$ cat config.mk
export PLATFORM = sky130hd
export DESIGN_NAME = missionary_cannibal_solver
export DESIGN_NICKNAME = d
export VERILOG_FILES = /design/src/rtl/missionary_cannibal_solver.sv
export SDC_FILE = /design/constraint.sdc
export NUM_CORES = 1
export LEC_CHECK = 0
export BUFFER_PORTS_ARGS = -buffer_cell sky130_fd_sc_hd__buf_2
export CAP_MARGIN = 15
export CORE_AREA = 10 10 47 49
export CTS_BUF_LIST = sky130_fd_sc_hd__clkbuf_4 sky130_fd_sc_hd__clkbuf_8
export CTS_CLUSTER_SIZE = 40
export DETAILED_ROUTE_END_ITERATION = 10
export DIE_AREA = 0 0 57 59
export HOLD_SLACK_MARGIN = 0.02
export PLACE_DENSITY_LB_ADDON = 0.2
export SLEW_MARGIN = 15
export SYNTH_ARGS = -nofsm -noshare
export SYNTH_HDL_FRONTEND = slang
export SYNTH_SLANG_ARGS = --single-unit
$ cat constraint.sdc
create_clock -name clock -period 2.5 [get_ports clock]
set_clock_uncertainty 0.15 [all_clocks]
set_input_delay 0.125 -clock clock [delete_from_list [all_inputs] [get_ports clock]]
set_output_delay 0.125 -clock clock [all_outputs]
set_load 0.01 [all_outputs]
$ cat src/rtl/missionary_cannibal_solver.sv
// Free-running solver for the 3-missionary / 3-cannibal river crossing with a boat of two.
// It keeps the left-bank counts and the boat side, and takes one safe crossing per clock.
module missionary_cannibal_solver (
   input  logic       clock,
   input  logic       reset,
   output logic [1:0] missionary_next,
   output logic [1:0] cannibal_next,
   output logic       finish
);

   logic [1:0] missionary_curr;
   logic [1:0] cannibal_curr;
   logic       direction;
   logic       direction_next;

   // Crossing table keyed on (M, C, boat side). Any key not in the table restarts the puzzle.
   always_comb begin
      missionary_next = 2'd3;
      cannibal_next   = 2'd3;
      direction_next  = 1'b0;
      case ({missionary_curr, cannibal_curr, direction})
         5'b11_11_0: begin missionary_next = 2'd3; cannibal_next = 2'd1; direction_next = 1'b1; end
         5'b11_01_1: begin missionary_next = 2'd3; cannibal_next = 2'd2; direction_next = 1'b0; end
         5'b11_10_0: begin missionary_next = 2'd3; cannibal_next = 2'd0; direction_next = 1'b1; end
         5'b11_00_1: begin missionary_next = 2'd3; cannibal_next = 2'd1; direction_next = 1'b0; end
         5'b11_01_0: begin missionary_next = 2'd1; cannibal_next = 2'd1; direction_next = 1'b1; end
         5'b01_01_1: begin missionary_next = 2'd2; cannibal_next = 2'd2; direction_next = 1'b0; end
         5'b10_10_0: begin missionary_next = 2'd0; cannibal_next = 2'd2; direction_next = 1'b1; end
         5'b00_10_1: begin missionary_next = 2'd0; cannibal_next = 2'd3; direction_next = 1'b0; end
         5'b00_11_0: begin missionary_next = 2'd0; cannibal_next = 2'd1; direction_next = 1'b1; end
         5'b00_01_1: begin missionary_next = 2'd0; cannibal_next = 2'd2; direction_next = 1'b0; end
         5'b00_10_0: begin missionary_next = 2'd0; cannibal_next = 2'd0; direction_next = 1'b1; end
         // Everyone is across: hold here with the boat on the right bank.
         5'b00_00_1: begin missionary_next = 2'd0; cannibal_next = 2'd0; direction_next = 1'b1; end
         default:    begin missionary_next = 2'd3; cannibal_next = 2'd3; direction_next = 1'b0; end
      endcase
   end

   // Puzzle state register; reset puts everyone back on the left bank with the boat.
   always_ff @(posedge clock or negedge reset) begin
      if (!reset) begin
         missionary_curr <= 2'd3;
         cannibal_curr   <= 2'd3;
         direction       <= 1'b0;
      end else begin
         missionary_curr <= missionary_next;
         cannibal_curr   <= cannibal_next;
         direction       <= direction_next;
      end
   end

   assign finish = (missionary_curr == 2'd0) && (cannibal_curr == 2'd0) && (direction == 1'b1);

endmodule

Word level (Yosys, flattened, before mapping)
Memories as Yosys holds them, arrays and structs flattened. Cells that the tools add are included. Widths: inputs -> output; s select.

Memories: 1. ROM bits: 160. Register bits: 5.

Reductions and logical operators: 4.

Memory list: (name not given) (depth 32, width 5, rd ports 1, clocked after Yosys merged registers in 0, wr ports 0, RTL line 21) `case ({missionary_curr, cannibal_curr, direction})`.

Operators with widths (number): $logic_not 2->1 (2); $logic_and 1x1->1 (2).

Longest topological paths before layout
Depth after elaboration: 3. Depth in mapped cells: 5.

Worst setup path before layout
OpenSTA, ideal clock, no wires.

Path kind: flip-flop to flip-flop. Start: register cannibal_curr[0]. End: register missionary_curr[0]. Path slack: 0.770 ns. Data required time: 2.191 ns. Cell stages (with the launch flop): 5. Buffers on the path: 0. Arrival: 1.421 ns. Period minus slack after synthesis: 1.730 ns. Cell sequence: dfstp_2 > inv_1 > ha_1 > nor2b_1 > a311oi_1.

Word-level cells in the longest chain between the ends: 1.

Ends and longest elaborated chain: start, declared (RTL line 12) `logic [1:0] cannibal_curr;`; start signal, assigned (RTL line 47) `cannibal_curr <= cannibal_next;`; $mem_v2 32x5; net missionary_next[0] (RTL line 6) `output logic [1:0] missionary_next,`; end signal, assigned (RTL line 46) `missionary_curr <= missionary_next;`; end, declared (RTL line 11) `logic [1:0] missionary_curr;`.

The timed path passes the listed nets, and every way through them passes these cells.

Worst setup path in the final report
Start: register cannibal_curr[0]. End: output port missionary_next[1].

Word-level cells in the longest chain between the ends: 1.

Ends and longest elaborated chain (RTL line): $mem_v2 32x5; end, declared (6).

Every way passes these cells.

==> flow_summary.yaml <==
outcome:
  status: "complete, no violations"
route:
  post_drt_wl_per_cell_um: 13.5
  wirelength_um: 891
  drt_iter0_drc: 5
  drcViolationCount: 0
  routed_via_density: 4.77
  vias: 315
  dr.pass1.iters: 4
  ant_nets: 0
die:
  die_area_um2: 3360
  die_x_um: 57
  initial_core_util_pct: 29.6
  die_height_um: 59
  num_rows: 14
  core_um2: 1400
  io_pins: 7
final_layout:
  insertedDiodeCount: 0
  drive_gt1_share_pct: 32.0
  area_growth_pct: 14.5
  nets: 59
sta:
  finalHoldViolations: 0
  relSlewSlack_pct: 77.6
  slew_viol_final: 0
  tightest_slew_ps: 335
  max_freq_mhz: 462
  fin_ws_ps: 335
  period_needed_ps: 2160
  final-setup-viol-count: 0
  fin_crit_sh_pct: 86.6
  grt_setup_unrepaired: "no"
  setup_tns_ps: 0
  whs_ps: 76.3
clocking:
  clkTransAtPathRegs_ps: 40
  htree_num_levels: 1
  clockBufferDepth: 2
  cts_resized: 0
  cts_sinks: 5
  cts_tree: "done"
  clock-root-buffer: "clkbuf_4"
  clk-insertion-delay-late_ps: 240
  post_cts_buffers: 0
  cts_buffers: 3
power_and_ir_drop:
  powerDensity_nw_per_um2: 392
  leakagePower_nw: 0.234
  ir_drop_mv: 0.139
grt:
  grtUsageTotal_pct: 5.80
  overflow: 0
  grt_pass1_wl_mm: 1.57
  grt_pass1_vias: 330
  grt_max_degree: 14
  antenna_found_initial: 0
setup_path:
  critPathKind: "flop to output pin"
  cp-start-kind: "flop"
  cp_top_family: "flip-flops"
  crit_fanout: 7
  path_cells: "inv_1, ha_1, nor2b_1, a22o_1, a21oi_1, buf_2"
  slowest_delay_ps: 600
  crit_buf_inv: 2
  arrival_ps: 1890
  cpMaxStageDelayCell: "dfstp_2"
  path_depth: 6
  reg2reg_depth: 5
  endpoint_kind: "output pin"
  crit_required_ps: 2230
yosys:
  synth_seq_area_share_pct: 31.3
  syn_area_per_cell_um2: 9.89
  synth_top_cell_by_area: "dfstp_2"
  syn_area_um2: 415
  yosys_register_bits: 5
  synth_edf_count: 0
  synth_area_leaders: "dfstp_2 25%, ha_1 18%, dfrtp_1 6.0%"
  yosys-top-cells-count: "6 x ha_1, 4 x dfstp_2, 3 x a21oi_1, 3 x inv_1"
  ys_warn_count: 0
  synth.top_cell.area_share_pct: 25.3
  async_reset_ff_share_pct: 100
  syn_nets: 50
  synth-main-ff-cell: "dfstp_2"
  synth_cell_types: 27
  synth_cells: 42
  synth.most_common_cell: "ha_1"
placed_design:
  dp_hpwl_um: 648
  place_congestion: 0.720
  portBuffers: 6
  preCtsSetupSlack_ps: 561
hold_path:
  hp-class: "primary input to asynchronous set/reset pin"
flow_run:
  maxCapViolations: 0
-- cells by family after synthesis --
kind of cell	Yosys count	share of synthesized area [%]
buffers and inverters	6	9.94
adder cells (fa/ha/maj)	6	18.1
AND/OR/NAND/NOR	12	16.9
XOR/XNOR	1	2.11
flip-flops	5	31.3
AO/OA/AOI/OAI	12	21.7
-- area by class of cell --
cell class              count  area [um^2]
inverters                   3         11.3
repair buffers              7         40.0
multi-input cells          31          244
flip-flops and latches      5          130
clock buffers               4         30.0
well taps                  16         20.0
fillers                   155          926
-- metal layers --
metal  vias to the layer above  track usage, %  wire length, um
met4                         0            5.03               14
li1                        165               -                -
met2                         3            9.46              459
met3                         2            1.50               14
met1                       145            6.09              402
met5                         -               0                0
-- report_power, final --
part	internal, mW	switching [mW]
Combinational	0.00159	0.00161
Sequential	0.0816	0
Clock	0.0710	0.0307
-- registers in the layout (all words and copies together) (netlist names) --
register,flops
missionary_curr,2
direction,1
cannibal_curr,2
-- through the flow --
| step | power [mW] | utilization (%) | cell area (um^2) | instances |
|---|---|---|---|---|
| after floorplan | 0.0825 | - | 415 | 42 |
| after global placement | 0.0847 | 31.1 | 435 | 61 |
| after detailed placement | 0.0847 | 31.1 | 435 | 61 |
| after CTS | 0.191 | 33.9 | 475 | 66 |
| after global routing | 0.199 | 33.9 | 475 | 66 |
| final | 0.186 | 33.9 | 475 | 66 |
-- cell usage in the layout, fill, tap and decap left out --
cell type	instances
a21o_1	1
buf_2	6
nor3_1	1
o21ai_0	1
dfrtp_1	1
a22o_1	1
o211ai_1	1
o21ai_1	1
and3_1	1
nor2b_1	2
a2111oi_2	1
a221oi_1	1
and2b_1	1
nor4b_1	1
nand2_1	2
nor3b_1	1
xnor2_1	1
nand3_1	1
dlygate4sd3_1	1
a311oi_1	1
nor2_1	1
nor2_2	1
clkbuf_4	4
ha_1	6
inv_1	3
dfstp_2	4
a21oi_1	3
a2bb2oi_1	1
-- path summary, 6_finish.rpt --
check	from	end	slack (ps)
worst max-delay path	cannibal_curr[0]$_DFF_PN1_	missionary_next[1]	340
worst min-delay path	reset	direction$_DFFE_PN0P_	80
worst max register to register	cannibal_curr[0]$_DFF_PN1_	missionary_curr[1]$_DFF_PN1_	780
worst min register to register	cannibal_curr[1]$_DFF_PN1_	cannibal_curr[1]$_DFF_PN1_	470
max in group asynchronous	reset	missionary_curr[0]$_DFF_PN1_	1910
min in group clock	cannibal_curr[1]$_DFF_PN1_	cannibal_curr[1]$_DFF_PN1_	470
-- repair_timing --
item                       CTS  global route
setup endpoints to repair    0             0
hold buffers                 1             0
hold endpoints to repair     5             0
Power figures use the tool's default switching activity.
